`src/rtl/seg7_pkg.sv`:
```
// Shared constants for the 7-segment scan decoder: segment patterns (active-low
// {a..g}), digit count, FSM encoding and anode helper functions.
package seg7_pkg;

    localparam int NUM_DIGITS = 8;

    localparam logic [6:0] SEG_BLANK = 7'b1111111;
    localparam logic [6:0] SEG_HEX_0 = 7'b0000001;
    localparam logic [6:0] SEG_HEX_1 = 7'b1001111;
    localparam logic [6:0] SEG_HEX_2 = 7'b0010010;
    localparam logic [6:0] SEG_HEX_3 = 7'b0000110;
    localparam logic [6:0] SEG_HEX_4 = 7'b1001100;
    localparam logic [6:0] SEG_HEX_5 = 7'b0100100;
    localparam logic [6:0] SEG_HEX_6 = 7'b0100000;
    localparam logic [6:0] SEG_HEX_7 = 7'b0001111;
    localparam logic [6:0] SEG_HEX_8 = 7'b0000000;
    localparam logic [6:0] SEG_HEX_9 = 7'b0000100;
    localparam logic [6:0] SEG_HEX_A = 7'b0001000;
    localparam logic [6:0] SEG_HEX_B = 7'b1100000;
    localparam logic [6:0] SEG_HEX_C = 7'b0110001;
    localparam logic [6:0] SEG_HEX_D = 7'b1000010;
    localparam logic [6:0] SEG_HEX_E = 7'b0110000;
    localparam logic [6:0] SEG_HEX_F = 7'b0111000;

    typedef enum logic [2:0] {
        ST_IDLE    = 3'd0,
        ST_ARM     = 3'd1,
        ST_CAPTURE = 3'd2,
        ST_HOLD    = 3'd3,
        ST_ERR     = 3'd4
    } state_t;

    function automatic logic is_one_cold(input logic [NUM_DIGITS-1:0] a);
        return ($countones(~a) == 1);
    endfunction

    function automatic logic [2:0] cold_index(input logic [NUM_DIGITS-1:0] a);
        logic [2:0] idx;
        idx = 3'd0;
        for (int i = 0; i < NUM_DIGITS; i++) begin
            if (!a[i]) begin
                idx = 3'(i);
            end else begin
                idx = idx;
            end
        end
        return idx;
    endfunction

endpackage

```
`src/rtl/seg7_pattern_decode.sv`:
```
// Combinational lookup from an active-low segment pattern back to a hex nibble,
// flagging the all-off pattern as blank and anything unknown as bad.
module seg7_pattern_decode
    import seg7_pkg::*;
(
    input  logic [6:0] seg,
    output logic [3:0] nibble,
    output logic       blank,
    output logic       bad
);

    // Pattern lookup; unknown and blank patterns both read back as nibble 0.
    always_comb begin
        nibble = 4'h0;
        blank  = 1'b0;
        bad    = 1'b0;
        case (seg)
            SEG_HEX_0: nibble = 4'h0;
            SEG_HEX_1: nibble = 4'h1;
            SEG_HEX_2: nibble = 4'h2;
            SEG_HEX_3: nibble = 4'h3;
            SEG_HEX_4: nibble = 4'h4;
            SEG_HEX_5: nibble = 4'h5;
            SEG_HEX_6: nibble = 4'h6;
            SEG_HEX_7: nibble = 4'h7;
            SEG_HEX_8: nibble = 4'h8;
            SEG_HEX_9: nibble = 4'h9;
            SEG_HEX_A: nibble = 4'hA;
            SEG_HEX_B: nibble = 4'hB;
            SEG_HEX_C: nibble = 4'hC;
            SEG_HEX_D: nibble = 4'hD;
            SEG_HEX_E: nibble = 4'hE;
            SEG_HEX_F: nibble = 4'hF;
            SEG_BLANK: blank  = 1'b1;
            default:   bad    = 1'b1;
        endcase
    end

endmodule

```
`src/rtl/seg7_scan_decoder.sv`:
```
// Observes a multiplexed 8-digit 7-segment scan and rebuilds the displayed
// hex frame, flagging blank/undecodable digits and illegal anode values.
module seg7_scan_decoder
    import seg7_pkg::*;
#(
    parameter int SETTLE = 4
) (
    input  logic        clk,
    input  logic        reset_n,
    input  logic [7:0]  anode,
    input  logic [6:0]  cathode,
    output logic [31:0] digits,
    output logic [7:0]  blank,
    output logic [7:0]  bad,
    output logic        frame_valid,
    output logic        scan_err
);

    localparam logic [7:0] SETTLE_C  = 8'(SETTLE);
    localparam logic [7:0] SETTLE_M1 = 8'(SETTLE - 1);

    state_t      state_q, state_d;
    logic [7:0]  anode_q, anode_p_q, hold_anode_q, hold_anode_d;
    logic [6:0]  cath_q, cap_cath_q, cap_cath_d;
    logic [7:0]  cnt_q, cnt_d;
    logic [31:0] shadow_dig_q, shadow_dig_d, digits_q, digits_d;
    logic [7:0]  shadow_blank_q, shadow_blank_d, shadow_bad_q, shadow_bad_d;
    logic [7:0]  seen_q, seen_d, blank_q, blank_d, bad_q, bad_d;
    logic        frame_valid_q, frame_valid_d, scan_err_q, scan_err_d;
    logic [7:0]  seen_new_s;
    logic [2:0]  cap_idx_s;
    logic [3:0]  dec_nibble_s;
    logic        dec_blank_s, dec_bad_s;
    logic        anode_chg_s;

    seg7_pattern_decode u_decode (
        .seg    (cap_cath_q),
        .nibble (dec_nibble_s),
        .blank  (dec_blank_s),
        .bad    (dec_bad_s)
    );

    assign anode_chg_s = (anode_q != anode_p_q);
    assign cap_idx_s   = cold_index(hold_anode_q);

    // Next-state, stability counter, shadow bank and output bank.
    always_comb begin
        state_d        = state_q;
        hold_anode_d   = hold_anode_q;
        cap_cath_d     = cap_cath_q;
        shadow_dig_d   = shadow_dig_q;
        shadow_blank_d = shadow_blank_q;
        shadow_bad_d   = shadow_bad_q;
        seen_d         = seen_q;
        digits_d       = digits_q;
        blank_d        = blank_q;
        bad_d          = bad_q;
        frame_valid_d  = 1'b0;
        scan_err_d     = 1'b0;
        seen_new_s     = seen_q | (8'd1 << cap_idx_s);

        if (anode_chg_s) begin
            cnt_d = 8'd0;
        end else if (cnt_q == SETTLE_C) begin
            cnt_d = cnt_q;
        end else begin
            cnt_d = cnt_q + 8'd1;
        end

        case (state_q)
            ST_IDLE: begin
                // A value that changes on this very cycle has not yet settled.
                if (cnt_q == SETTLE_M1 && !anode_chg_s) begin
                    hold_anode_d = anode_q;
                    state_d      = is_one_cold(anode_q) ? ST_ARM : ST_ERR;
                end else begin
                    state_d = ST_IDLE;
                end
            end
            ST_ARM: begin
                cap_cath_d = cath_q;
                state_d    = ST_CAPTURE;
            end
            ST_CAPTURE: begin
                shadow_dig_d[cap_idx_s*4 +: 4] = dec_nibble_s;
                shadow_blank_d[cap_idx_s]      = dec_blank_s;
                shadow_bad_d[cap_idx_s]        = dec_bad_s;
                if (seen_new_s == 8'hFF) begin
                    digits_d      = shadow_dig_d;
                    blank_d       = shadow_blank_d;
                    bad_d         = shadow_bad_d;
                    frame_valid_d = 1'b1;
                    seen_d        = 8'h00;
                end else begin
                    seen_d = seen_new_s;
                end
                state_d = ST_HOLD;
            end
            ST_HOLD: begin
                // Compare against the captured value so a change seen during ARM/CAPTURE is not lost.
                if (anode_q != hold_anode_q) begin
                    state_d = ST_IDLE;
                end else begin
                    state_d = ST_HOLD;
                end
            end
            ST_ERR: begin
                scan_err_d = 1'b1;
                state_d    = ST_HOLD;
            end
            default: state_d = ST_IDLE;
        endcase
    end

    // State and data registers with synchronous active-low reset.
    always_ff @(posedge clk) begin
        if (!reset_n) begin
            state_q        <= ST_IDLE;
            anode_q        <= 8'hFF;
            anode_p_q      <= 8'hFF;
            cath_q         <= 7'h7F;
            hold_anode_q   <= 8'hFF;
            cap_cath_q     <= 7'h7F;
            cnt_q          <= 8'd0;
            shadow_dig_q   <= 32'd0;
            shadow_blank_q <= 8'd0;
            shadow_bad_q   <= 8'd0;
            seen_q         <= 8'd0;
            digits_q       <= 32'd0;
            blank_q        <= 8'd0;
            bad_q          <= 8'd0;
            frame_valid_q  <= 1'b0;
            scan_err_q     <= 1'b0;
        end else begin
            state_q        <= state_d;
            anode_q        <= anode;
            anode_p_q      <= anode_q;
            cath_q         <= cathode;
            hold_anode_q   <= hold_anode_d;
            cap_cath_q     <= cap_cath_d;
            cnt_q          <= cnt_d;
            shadow_dig_q   <= shadow_dig_d;
            shadow_blank_q <= shadow_blank_d;
            shadow_bad_q   <= shadow_bad_d;
            seen_q         <= seen_d;
            digits_q       <= digits_d;
            blank_q        <= blank_d;
            bad_q          <= bad_d;
            frame_valid_q  <= frame_valid_d;
            scan_err_q     <= scan_err_d;
        end
    end

    assign digits      = digits_q;
    assign blank       = blank_q;
    assign bad         = bad_q;
    assign frame_valid = frame_valid_q;
    assign scan_err    = scan_err_q;

endmodule

```
`config.mk`:
```
export PLATFORM = sky130hd
export DESIGN_NAME = seg7_scan_decoder
export DESIGN_NICKNAME = d
export VERILOG_FILES = /design/src/rtl/seg7_pkg.sv /design/src/rtl/seg7_pattern_decode.sv /design/src/rtl/seg7_scan_decoder.sv
export SDC_FILE = /design/constraint.sdc
export NUM_CORES = 1
export LEC_CHECK = 0
export BUFFER_PORTS_ARGS = -buffer_cell sky130_fd_sc_hd__buf_2
export CAP_MARGIN = 25
export CELL_PAD_IN_SITES_DETAIL_PLACEMENT = 1
export CELL_PAD_IN_SITES_GLOBAL_PLACEMENT = 1
export CORE_MARGIN = 4
export CORE_UTILIZATION = 49
export DETAILED_ROUTE_END_ITERATION = 7
export PLACE_DENSITY = 0.94
export SLEW_MARGIN = 5
export SYNTH_ARGS = -nofsm -noshare
export SYNTH_HDL_FRONTEND = slang
export SYNTH_HIERARCHICAL = 1
export SYNTH_SLANG_ARGS = --single-unit
```
`constraint.sdc`:
```
create_clock -name clk -period 6.4 [get_ports clk]
set_clock_uncertainty 0.1 [all_clocks]
set_input_delay 1.28 -clock clk [delete_from_list [all_inputs] [get_ports clk]]
set_output_delay 1.28 -clock clk [all_outputs]
set_load 0.02 [all_outputs]
```
Word-level counts from Yosys, hierarchy flattened
Cells that the tools add are included.
{"block": "word_totals", "register_bits": 155, "input_bits": 17, "output_inout_bits": 50, "word_cells": 92}
{"block": "classes", "addsub": 9, "order_cmp": 2, "n_eq_ne": 26, "shift": 3, "mux": 22, "n_bitwise": 3, "n_reduce_logical": 11}
{"operator": "one-hot mux 4 bit (15 select lines)", "n": 1}
{"operator": "== test 7 x 6 -> 1 bit, second input constant", "n": 5}
{"operator": "== test 7 bit, second input constant", "n": 5}
{"operator": "negator 5 -> 34 bit", "n": 1}
{"operator": "variable shift 4 x 34 -> 32 bit, first input constant", "n": 1}
{"operator": "variable part select 4 x 34 -> 32 bit", "n": 1}
{"operator": "bitwise mux 32 bit", "n": 1}
{"operator": "2-to-1 mux 3 bit", "n": 8}
{"operator": "OR reduction 17 bit", "n": 1}
{"operator": "bitwise mux 8 bit", "n": 2}
{"operator": "inequality test 8 bit", "n": 2}
{"operator": "== test 7 x 3 -> 1 bit, second input constant", "n": 2}
{"operator": "== test 7 x 4 -> 1 bit, second input constant", "n": 2}
{"operator": "one-hot mux 3 bit (4 select lines)", "n": 1}
{"operator": "adder 1 x 1 -> 2 bit", "n": 4}
{"operator": "adder 8 x 1 -> 8 bit, second input constant", "n": 1}
{"operator": "== test 8 x 2 -> 1 bit, second input constant", "n": 1}
{"operator": "== test 8 x 3 -> 1 bit, second input constant", "n": 1}
{"operator": "== test 8 bit, second input constant", "n": 1}
{"operator": "2-to-1 mux 8 bit", "n": 1}
{"operator": "NOT 8 bit", "n": 1}
{"operator": "bitwise OR 8 bit", "n": 1}
{"operator": "<< shifter 1 x 3 -> 8 bit, first input constant", "n": 1}
{"operator": "== test 7 x 1 -> 1 bit, second input constant", "n": 1}
{"operator": "19 further kinds", "n": 30}

Depth between registers and ports, before layout
Gate-level depths: netlist (run 1).
{"block": "logic_depth", "ltp_word": 12, "ltp_mapped": 15, "mapped_depth_nobuf": 11}

Modules after synthesis
Netlist (run 1), hierarchy kept.
{"module": "seg7_scan_decoder", "instances": 1, "cells_each": 754, "area_per_inst_um2": 6820.3, "seq_area_each_um2": 3103.0}
{"module": "seg7_pattern_decode", "instances": 1, "cells_each": 46, "area_per_inst_um2": 375.4, "seq_area_each_um2": 0.0}

Worst setup path after synthesis (run 1)
Ideal clock, no wire load.
{"block": "synth_timing", "path_type": "reg2reg", "startpoint": "reg anode_q[0]", "endpoint": "reg state_q[0]", "t_arrival_ns": 3.189, "required_time_ns": 6.240, "setup_slack_ns": 3.051, "stages_incl_launch_ff": 12, "path_buffers": 0, "synth_period_minus_slack_ns": 3.349, "cell_sequence": "dfxtp_1 -> fa_1 -> inv_1 -> fa_1 -> fa_1 -> ha_1 -> inv_1 -> fa_1 -> a2111oi_0 -> a21oi_1 -> nor3_1 -> o311a_1"}
{"block": "synth_via", "elab_chain_cells": 8, "word_cells_on_any_way": 13, "classes_between": "add/sub: 3; eq/ne: 3; mux: 4; bitwise: 1; reduce/logical: 2"}
{"item": "start, declared", "line_no": "seg7_scan_decoder.sv:23", "source": "logic [7:0] anode_q, anode_p_q, hold_anode_q, hold_anode_d;"}
{"item": "start signal, assigned", "line_no": "seg7_scan_decoder.sv:136", "source": "anode_q <= anode;"}
{"item": "NOT 8 bit", "line_no": "seg7_pkg.sv:34", "source": "return ($countones(~a) == 1);"}
{"item": "adder 1 x 1 -> 2 bit (implied by the code)", "line_no": "seg7_pkg.sv:34"}
{"item": "adder 2 x 2 -> 3 bit (implied by the code)", "line_no": "seg7_pkg.sv:34"}
{"item": "adder 3 x 3 -> 4 bit (implied by the code)", "line_no": "seg7_pkg.sv:34"}
{"item": "== test 4 x 1 -> 1 bit", "line_no": "seg7_pkg.sv:34"}
{"item": "2-to-1 mux 3 bit", "line_no": "seg7_scan_decoder.sv:75", "source": "state_d = is_one_cold(anode_q) ? ST_ARM : ST_ERR;"}
{"item": "2-to-1 mux 3 bit", "line_no": "seg7_scan_decoder.sv:73", "source": "if (cnt_q == SETTLE_M1 && !anode_chg_s) begin"}
{"item": "one-hot mux 3 bit (4 select lines) (*)", "line_no": "seg7_scan_decoder.sv:70", "source": "case (state_q)"}
{"item": "end signal, assigned", "line_no": "seg7_scan_decoder.sv:135", "source": "state_q <= state_d;"}
{"item": "end, declared", "line_no": "seg7_scan_decoder.sv:22", "source": "state_t state_q, state_d;"}
Every way passes the cells marked *; elsewhere a longest branch is shown, timed or not.
A chain may end at the register's enable or synchronous reset.

Final worst setup path (run 1)
{"block": "layout_timing", "startpoint": "reg hold_anode_q[7]", "endpoint": "reg bad_q[0], in the netlist bad[0]"}
{"block": "layout_via", "elab_chain_cells": 6, "word_cells_on_any_way": 11, "classes_between": "order compare: 2; eq/ne: 1; shift: 1; mux: 4; bitwise: 1; reduce/logical: 2"}
{"item": "start, declared", "line_no": "seg7_scan_decoder.sv:23"}
{"item": "start signal, assigned", "line_no": "seg7_scan_decoder.sv:139", "source": "hold_anode_q <= hold_anode_d;"}
{"item": "2-to-1 mux 3 bit (*)", "line_no": "seg7_pkg.sv:41", "source": "if (!a[i]) begin"}
{"item": "< comparator 3 x 4 -> 1 bit (implied by the code) or greater-or-equal comparator 3 x 1 -> 1 bit (tied branches)", "line_no": "seg7_scan_decoder.sv:87", "source": "shadow_bad_d[cap_idx_s] = dec_bad_s;"}
{"item": "logical AND 1 bit (implied by the code)", "line_no": "seg7_scan_decoder.sv:87"}
{"item": "2-to-1 mux 1 bit (implied by the code)", "line_no": "seg7_scan_decoder.sv:87"}
{"item": "demux 1 bit (select 3 bit)", "line_no": "seg7_scan_decoder.sv:87"}
{"item": "bitwise mux 8 bit", "line_no": "seg7_scan_decoder.sv:87"}
{"item": "end signal, assigned", "line_no": "seg7_scan_decoder.sv:131", "source": "bad_q <= 8'd0;"}
{"item": "end signal, assigned", "line_no": "seg7_scan_decoder.sv:148", "source": "bad_q <= bad_d;"}
{"item": "end, declared", "line_no": "seg7_scan_decoder.sv:28", "source": "logic [7:0] seen_q, seen_d, blank_q, blank_d, bad_q, bad_d;"}
Marked as above.

==> out/summary.txt, run 1 <==
Static Leakage - 3.25 nW
sequential share of the synthesized area - 43.1%
RR Endpoint - bad[0]$_SDFFE_PN0P_
die area - 16,700 um2
Vias - 6,174
chip width - 129 um
hold path cells - 2
Final Cell Area - 8140 um2
PostCTS Resize Cnt - 0
Num CTS Buffers - 17
Cell Area, Placed - 7490 um2
num rows - 44
nets - 862
Clk network pwr share - 50.5%
Min-Delay Path Class - flop to flop
antenna violations before repair - 0
largest net degree at the start of global routing - 57
kind of critical path - flop to flop
Int Pwr - 1.65 mW
RSZ-0062 raised after global routing - false
worst relative slew slack - 37.8%
Worst Path Arrival - 4.14 ns
DRT iter0 DRCs - 380
H-tree Lvls - 4
synthesis-to-layout area growth - 13.1%
global route overflow - 0
Seq pwr share - 46.6%
Yosys cell types - 71
core box area - 14,500 um2
Critical Path Sink Type - flop
Slew Viols, Final - 0
worst slew pin tran - 0.933 ns
setup TNS - 0 ns
Final HPWL DP - 12.2 mm
Startpoint Class - flop
vias per inst - 6.02
most common cell after layout, fill and taps aside - dfxtp_1
Top Ports - 67
Synth Register Bits - 155
# diodes - 0
cell taking the most area after synthesis - dfxtp_1
final setup violation count - 0
number of synthesized flops with an enable pin - 0
clk root buf - clkbuf_16
fraction of registers with async set/reset - 0%
Cell Pwr Density - 258 nW/um2
final hold vios - 0
Hold EP - cap_cath_q[0]$_SDFFE_PN1P_
Port Buffers - 66
worst vdd ir - 0.190 mV
first-pass GRT wire length - 32.9 mm
layout cell share with drive strength beyond 1 - 15.2%
max frequency - 255 MHz
switching part of the total - 21.5%
DRC Markers - 0
drt wl/cell - 19.6 um
Yosys top cell area share - 43.1%
Main synth FF type - dfxtp_1
Synth area leaders - dfxtp_1 43%, mux2i_1 6.7%, a21oi_1 5.7%
area occupied by multi-input gates - 3690 um2
synthesized area per cell - 8.99 um2
vias in the first global route - 6,314
GPL Wtd Cong - 0.828
Psw - 0.451 mW
hold wc startpoint - cath_q[0]$_SDFF_PN1_
DRT Pass-1 Iters - 5
Fillers - 1,671
Combinational Power Share - 2.9%
register area - 3100 um2
crit-path max FO - 49
most frequent cells in the layout - 155 x dfxtp_1, 82 x a21oi_1, 81 x nand2_1, 66 x buf_2, 50 x a211oi_1
hold buffer count at cts - 0
Mapped Nets - 833
status - completed
Initial Utilization - 49.7%
reg2reg start - hold_anode_q[7]$_SDFFE_PN1P_
Post-DRT Antenna Nets - 0
post-CTS setup repair buffer count - 0
worst-case reg-to-reg path depth - 10
clock latency on the worst-skew pair - 0.44 ns
CTS Sinks - 155
Maximum Capacitance Violations - 0
synth warn - 6
CTS tree - built
Final Critical Period - 3.93 ns
Cells after Synth - 800
share of the clock period used by the worst path - 61.4%
CTS clk-pin slew, worst paths - 0.06 ns
R2R Setup Slk - 2.47 ns
Critical Path RT - 6.62 ns
Clock Path Buffers - 2
final WL - 20.1 mm
All-Layer GR Usage - 24.7%
die height - 129 um
synthesized area - 7200 um2
power by group through the flow:
stage                     clock, mW  combinational [mW]  sequential (mW)
after global placement            0              0.0527             1.00
final                          1.06              0.0599            0.979
after detailed placement          0              0.0566             1.00
after floorplan                   0              0.0403            0.998
after global routing           1.12              0.0673            0.979
after CTS                      1.08              0.0598            0.979
layout make-up:
| type | instances | share of cell area, % |
|---|---|---|
| clock buffer | 23 | 5.99 |
| clock inverter | 9 | 1.68 |
| inverter | 24 | 1.11 |
| multi-input combinational | 557 | 45.3 |
| sequential | 155 | 38.1 |
| tap | 184 | 2.83 |
| timing repair buffer | 74 | 4.95 |
synth_stat cells (2+ instances only):
cell type,number
fa_1,4
o41a_1,6
nor4bb_1,2
o211ai_1,7
nor3_2,2
nor3_1,16
a31oi_1,4
a311oi_1,6
or4_1,2
clkbuf_1,32
xor2_1,22
xnor2_1,5
a21oi_1,82
buf_6,4
nor2_1,48
a211oi_1,50
inv_1,22
nor2b_1,9
and2_1,4
ha_1,12
o211a_1,9
buf_4,11
o211ai_2,2
o21ai_0,22
mux2i_1,48
nand2_2,2
nor3b_1,2
buf_1,5
nand2b_1,24
nand2_1,81
nor4b_1,3
nor4_1,4
dfxtp_1,155
o21ai_2,2
or3_1,2
and3_1,4
o2111ai_1,2
nand3_1,36
nand4_1,5
buf_2,11
worst max-delay path, cell delays in order, from the launching register on:
cell and delay, ns:
dfxtp_1 0.66, a21boi_4 0.38, nand2_2 0.19, inv_1 0.16
ha_1 0.21, ha_1 0.47, o221ai_1 0.25, a311oi_4 0.30
buf_4 0.52, a21oi_1 0.20, a311oi_1 0.37
metrics by stage:
stage,std cells,total power [mW],setup WS [ns],util [%],hold slack (ns)
after detailed placement,992,1.06,2.40,51.7,0.339
after global routing,1026,2.17,2.25,56.2,0.374
after CTS,1024,2.11,2.34,56.0,0.355
after global placement,992,1.05,2.69,51.7,0.327
final,1026,2.10,2.47,56.2,0.350
after floorplan,800,1.04,3.05,-,0.317
per-layer routing:
layer  vias up  GRT usage [%]  wire length [um]
met1      3052           30.3              8820
met3        51           5.23               789
met2       173           42.8             10000
met5         -              0                 0
li1       2898              -                 -
met4         0           8.52               459
state kept, by name, indices dropped and copies added (netlist names):
register,count
digits,32
shadow_dig_q,32
anode_p_q,8
anode_q,8
bad,8
blank,8
cnt_q,8
hold_anode_q,8
seen_q,8
shadow_bad_q,8
shadow_blank_q,8
cap_cath_q,7
cath_q,7
state_q,3
frame_valid,1
scan_err,1
cells by family (layout without fill, tap and decap cells):
family          after synthesis  after routing  share of synthesized area [%]
simple gates                254            254                           17.7
compound gates              212            212                           20.2
flops                       155            155                           43.1
buf+inv                      88            130                           5.83
mux                          48             48                           6.68
xor+xnor                     27             27                           3.29
fa+ha+maj                    16             16                           3.20
how the worst max path moves through the flow:
stage	startpoint	end	slack (ns)
4_1_cts	hold_anode_q[7]$_SDFFE_PN1P_	bad[0]$_SDFFE_PN0P_	2.34
5_1_grt	hold_anode_q[7]$_SDFFE_PN1P_	bad[0]$_SDFFE_PN0P_	2.25
6_report	hold_anode_q[7]$_SDFFE_PN1P_	bad[0]$_SDFFE_PN0P_	2.47
2_1_floorplan	anode_q[0]$_SDFF_PN1_	state_q[0]$_SDFF_PN0_	3.05
3_5_place_dp	hold_anode_q[7]$_SDFFE_PN1P_	bad[0]$_SDFFE_PN0P_	2.40
3_3_place_gp	hold_anode_q[7]$_SDFFE_PN1P_	digits[12]$_SDFFE_PN0P_	2.69
No activity file was read; power rests on OpenSTA's default activity.
==> inputs of run 2 (changes only) <==
Settings changed: CORE_UTILIZATION 49 to 45, PLACE_DENSITY 0.94 to 0.88.
Clock period 6.4 ns to 3.8 ns, I/O delays scaled along.
==> run 2 against run 1 <==
Net effect: count of clock-buffer cells in the layout unchanged; first-iteration DRC count down 4.2%; sequential share of layout area down 0.29 points; critical endpoint is now state_q[0]$_SDFF_PN0_; largest power group unchanged; global-route usage down 2.8 points; highest routed layer unchanged; routed wire length down 1.8%; critical path depth up 1; clock power up 59%; cell area up 0.80%; largest cell class unchanged; non-clock buffer count up 10.
==> out/summary.txt, run 2 (synthesis results as in run 1) <==
status - completed (unchanged)
die area - 18,100 um2 (was 16,700 um2)
Port Buffers - 66 (unchanged)
All-Layer GR Usage - 21.8% (was 24.7%)
most frequent cells in the layout - 154 x dfxtp_1, 82 x a21oi_1, 81 x nand2_1, 66 x buf_2, 50 x a211oi_1 (was 155 x dfxtp_1, 82 x a21oi_1, 81 x nand2_1, 66 x buf_2, 50 x a211oi_1)
worst vdd ir - 0.371 mV (was 0.190 mV)
Static Leakage - 3.29 nW (was 3.25 nW)
Num CTS Buffers - 17 (unchanged)
Final Critical Period - 3.68 ns (was 3.93 ns)
Clock Path Buffers - 2 (unchanged)
Cell Pwr Density - 420 nW/um2 (was 258 nW/um2)
vias in the first global route - 6,237 (was 6,314)
Slew Viols, Final - 0 (unchanged)
final setup violation count - 0 (unchanged)
Worst Path Arrival - 3.97 ns (was 4.14 ns)
post-CTS setup repair buffer count - 0 (unchanged)
die height - 134 um (was 129 um)
DRC Markers - 0 (unchanged)
Cell Area, Placed - 7610 um2 (was 7490 um2)
chip width - 134 um (was 129 um)
CTS Sinks - 155 (unchanged)
first-pass GRT wire length - 31.9 mm (was 32.9 mm)
hold buffer count at cts - 0 (unchanged)
Maximum Capacitance Violations - 0 (unchanged)
Startpoint Class - flop (unchanged)
H-tree Lvls - 4 (unchanged)
worst slew pin tran - 0.922 ns (was 0.933 ns)
drt wl/cell - 18.6 um (was 19.6 um)
num rows - 45 (was 44)
max frequency - 272 MHz (was 255 MHz)
CTS tree - built (unchanged)
layout cell share with drive strength beyond 1 - 16.5% (was 15.2%)
total chip power - 3.45 mW (was 2.10 mW)
DRT Pass-1 Iters - 5 (unchanged)
core box area - 15,400 um2 (was 14,500 um2)
Vias - 6,047 (was 6,174)
share of the clock period used by the worst path - 96.9% (was 61.4%)
PostCTS Resize Cnt - 0 (unchanged)
clock latency on the worst-skew pair - 0.44 ns (about the same)
Top Ports - 67 (unchanged)
crit-path max FO - 5 (was 49)
Final HPWL DP - 12.9 mm (was 12.2 mm)
nets - 872 (was 862)
antenna violations before repair - 0 (unchanged)
CTS clk-pin slew, worst paths - 0.07 ns (was 0.06 ns)
clk root buf - clkbuf_16 (unchanged)
final WL - 19.8 mm (was 20.1 mm)
GPL Wtd Cong - 0.812 (was 0.828)
global route overflow - 0 (unchanged)
Final Hold Slack - 0.344 ns (was 0.350 ns)
Final Cell Area - 8210 um2 (was 8140 um2)
synthesis-to-layout area growth - 14.0% (was 13.1%)
Critical Path RT - 4.09 ns (was 6.62 ns)
Critical Path Sink Type - flop (unchanged)
DRT iter0 DRCs - 364 (was 380)
Post-DRT Antenna Nets - 0 (unchanged)
worst relative slew slack - 38.5% (was 37.8%)
vias per inst - 5.70 (was 6.02)
# diodes - 0 (unchanged)
final hold vios - 0 (unchanged)
Min-Delay Path Class - flop to flop (unchanged)
most common cell after layout, fill and taps aside - dfxtp_1 (unchanged)
largest net degree at the start of global routing - 52 (was 57)
Initial Utilization - 46.6% (was 49.7%)
kind of critical path - flop to flop (unchanged)
-- run 2: path summary, 6_finish.rpt --
check                                           start                         end  slack (ns)  depth (start not counted)
worst min register to register   cath_q[1]$_SDFF_PN1_  cap_cath_q[1]$_SDFFE_PN1P_        0.34                          2
worst max register to register  anode_q[0]$_SDFF_PN1_       state_q[0]$_SDFF_PN0_        0.12                         11
worst max-delay path            anode_q[0]$_SDFF_PN1_       state_q[0]$_SDFF_PN0_        0.12                         11
worst min-delay path             cath_q[1]$_SDFF_PN1_  cap_cath_q[1]$_SDFFE_PN1P_        0.34                          2
-- run 2: where the power goes --
| part | internal (mW) | switching, mW | total [mW] | leakage, nW |
|---|---|---|---|---|
| sequential | 1.64 | 0.0106 | 1.65 | 1.25 |
| clock | 1.03 | 0.667 | 1.69 | 0.281 |
| combinational | 0.0391 | 0.0706 | 0.110 | 1.76 |
| total | 2.70 | 0.748 | 3.45 | 3.29 |
-- run 2: per-layer routing --
layer / share of wire (%) / track usage, %
met3: 3.8 / 4.14
met5: 0 / 0
met2: 50 / 37.6
met1: 44 / 27.1
met4: 2.2 / 8.48
-- run 2: through the flow --
stage	std cells	setup WS [ns]	util [%]	TNS, ns
2_1_floorplan	800	0.451	-	0
3_3_place_gp	1031	0.360	49.4	0
3_5_place_dp	1031	0.244	49.4	0
4_1_cts	1061	0.105	53.1	0
5_1_grt	1061	-0.0304	53.2	-0.0304
6_report	1061	0.117	53.2	0
-- run 2: worst max-delay path, stage by stage (launching register included) --
cell       delay (ns)
dfxtp_1          0.37
fa_1             0.55
inv_1            0.06
fa_1             0.48
fa_1             0.52
ha_1             0.20
inv_1            0.07
fa_1             0.42
a2111oi_2        0.39
a21oi_1          0.12
nor3_2           0.19
o311a_1          0.18
-- run 2: area by class of cell --
class / instances / area (um2)
Inverter: 24 / 90.1
Timing Repair Buffer: 84 / 465
Multi-Input combinational cell: 557 / 3700
Tap cell: 211 / 264
Sequential cell: 155 / 3100
Clock inverter: 7 / 90.1
Clock buffer: 23 / 488
Fill cell: 1860 / 7220
==> inputs of run 3 (changes only) <==
Settings changed: CORE_UTILIZATION 45 to 41, PLACE_DENSITY 0.88 to 0.85.
Clock period 3.8 ns to 3.2 ns, I/O delays scaled along.
==> run 3 against run 2 <==
Net effect: the run now ends with setup timing left; first-iteration DRC count is 11% lower; clock power up 15%; sequential share of layout area fell by 0.66 points; maximum frequency rose by 12%; hold slack worse by 0.063 ns; power up 17%; cell area is 1.8% higher; largest power group is now sequential cells.
==> out/summary.txt, run 3 (synthesis results as in run 1) <==
Maximum Capacitance Violations - 0 (unchanged)
hold buffer count at cts - 0 (unchanged)
crit-path max FO - 2 (was 5)
Worst Slack Setup Final - -0.0795 ns (was 0.117 ns)
register area - 3100 um2 (unchanged)
worst slew pin tran - 0.849 ns (was 0.922 ns)
Fillers - 2,016 (was 1,860)
H-tree Lvls - 4 (unchanged)
Critical Path Sink Type - flop (unchanged)
Seq pwr share - 48.4% (was 47.8%)
Final Cell Area - 8350 um2 (was 8210 um2)
final WL - 18.9 mm (was 19.8 mm)
Post-DRT Antenna Nets - 0 (unchanged)
most common cell after layout, fill and taps aside - dfxtp_1 (unchanged)
Port Buffers - 66 (unchanged)
max frequency - 305 MHz (was 272 MHz)
share of the clock period used by the worst path - 102% (was 96.9%)
Combinational Power Share - 3.6% (was 3.2%)
chip width - 140 um (was 134 um)
synthesis-to-layout area growth - 16.1% (was 14.0%)
clock latency on the worst-skew pair - 0.44 ns (about the same)
Top Ports - 67 (unchanged)
antenna violations before repair - 0 (unchanged)
Startpoint Class - flop (unchanged)
switching part of the total - 23.4% (was 21.7%)
status - finished with violations (was completed)
die area - 19,700 um2 (was 18,100 um2)
total chip power - 4.04 mW (was 3.45 mW)
violated checks - setup timing
Worst Path Arrival - 3.51 ns (was 3.97 ns)
area occupied by multi-input gates - 3750 um2 (was 3700 um2)
Int Pwr - 3.09 mW (was 2.70 mW)
Final Critical Period - 3.28 ns (was 3.68 ns)
clk root buf - clkbuf_16 (unchanged)
RSZ-0062 raised after global routing - true
vias per inst - 5.56 (was 5.70)
WL met1 - 8.33 mm (was 8.66 mm)
CTS clk-pin slew, worst paths - 0.06 ns (was 0.07 ns)
most frequent cells in the layout - 154 x dfxtp_1, 81 x nand2_1, 81 x a21oi_1, 66 x buf_2, 50 x a211oi_1 (was 154 x dfxtp_1, 82 x a21oi_1, 81 x nand2_1, 66 x buf_2, 50 x a211oi_1)
layout cell share with drive strength beyond 1 - 18.8% (was 16.5%)
All-Layer GR Usage - 19.6% (was 21.8%)
CTS Sinks - 155 (unchanged)
largest net degree at the start of global routing - 97 (was 52)
kind of critical path - flop to flop (unchanged)
routed wl met3 - 569 um (was 747 um)
GPL Wtd Cong - 0.817 (was 0.812)
first-pass GRT wire length - 31.8 mm (was 31.9 mm)
Clock Path Buffers - 2 (unchanged)
worst relative slew slack - 43.4% (was 38.5%)
core box area - 17,200 um2 (was 15,400 um2)
met2 WL - 9.57 mm (was 9.91 mm)
nets - 883 (was 872)
Cell Area, Placed - 7730 um2 (was 7610 um2)
Num CTS Buffers - 17 (unchanged)
max layer used - met4 (unchanged)
# diodes - 0 (unchanged)
Initial Utilization - 41.7% (was 46.6%)
Static Leakage - 3.33 nW (was 3.29 nW)
vias in the first global route - 6,346 (was 6,237)
drt wl/cell - 17.4 um (was 18.6 um)
DRT Pass-1 Iters - 4 (was 5)
num rows - 48 (was 45)
Critical Path RT - 3.43 ns (was 4.09 ns)
Final HPWL DP - 12.5 mm (was 12.9 mm)
Cell Pwr Density - 484 nW/um2 (was 420 nW/um2)
final hold vios - 0 (unchanged)
global route overflow - 0 (unchanged)
Slew Viols, Final - 0 (unchanged)
Psw - 0.946 mW (was 0.748 mW)
die height - 140 um (was 134 um)
DRT iter0 DRCs - 324 (was 364)
Clk network pwr share - 48.0% (was 49.1%)
CTS tree - built (unchanged)
worst vdd ir - 0.374 mV (was 0.371 mV)
DRC Markers - 0 (unchanged)
final setup violation count - 2 (was 0)
Min-Delay Path Class - input pin to flop (was flop to flop)
Vias - 6,053 (was 6,047)
## run 3: cell types whose count changed in the layout (fill, tap and decap cells not counted), moves of 2 or more
cell / previous run / this run
clkinv_4: 0 / 3
buf_6: 0 / 2
clkbuf_8: 4 / 1
inv_6: 0 / 2
buf_4: 18 / 26
clkinvlp_4: 2 / 4
## run 3: power groups by stage
| stage | logic [mW] | registers (mW) | clock network [mW] |
|---|---|---|---|
| after floorplan | 0.0859 | 2.00 | 0 |
| after global placement | 0.122 | 2.00 | 0 |
| after detailed placement | 0.129 | 2.00 | 0 |
| after CTS | 0.130 | 1.95 | 1.98 |
| after global routing | 0.165 | 1.95 | 2.06 |
| final | 0.147 | 1.95 | 1.94 |
## run 3: through the flow
stage | util, % | setup WS (ns) | cells | hold slack, ns | TNS (ns)
6_report | 48.5 | -0.0795 | 1088 | 0.281 | -0.144
5_1_grt | 48.5 | -0.225 | 1088 | 0.282 | -0.444
4_1_cts | 48.1 | -0.0696 | 1087 | 0.270 | -0.0696
3_5_place_dp | 44.9 | -0.0579 | 1055 | 0.335 | -0.0579
3_3_place_gp | 44.9 | 0.0274 | 1055 | 0.326 | 0
2_1_floorplan | - | 0.0356 | 800 | 0.317 | 0
## run 3: path summary, 6_finish.rpt
path | start | to | slack [ns] | depth (start not counted)
setup / recovery | anode_q[0]$_SDFF_PN1_ | state_q[2]$_SDFF_PN0_ | -0.08 | 12
hold / removal | anode[2] | anode_q[2]$_SDFF_PN1_ | 0.28 | 2
setup reg to reg | anode_q[0]$_SDFF_PN1_ | state_q[2]$_SDFF_PN0_ | -0.08 | 12
hold reg to reg | cath_q[1]$_SDFF_PN1_ | cap_cath_q[1]$_SDFFE_PN1P_ | 0.34 | 2
## run 3: final cells by class
class / instances / area share [%]
flip-flops and latches: 155 / 37.2
repair buffers: 95 / 6.80
clock inverters: 13 / 1.42
inverters: 24 / 1.08
multi-input cells: 557 / 44.9
well taps: 225 / 3.37
clock buffers: 19 / 5.30
## run 3: timing repair
| action | CTS | global route |
|---|---|---|
| setup endpoints to repair | 1 | 78 |
| pin swaps | 0 | 2 |
| resized for setup | 1 | 11 |
| setup buffers | 0 | 1 |
## run 3: layer usage
metal,vias to the layer above,GRT usage (%)
li1,2952,-
met1,2987,24.1
met2,82,33.9
met3,32,3.69
met4,0,7.60
met5,-,0
## run 3: critical path, cell delays in order (launching register included)
cell and delay [ns]:
dfxtp_2 0.33, fa_1 0.52, inv_1 0.05, fa_1 0.45
fa_1 0.50, ha_2 0.20, inv_2 0.04, fa_2 0.37
a2111oi_4 0.23, a21oi_2 0.08, buf_4 0.15, nor2_2 0.10
nor3_2 0.05
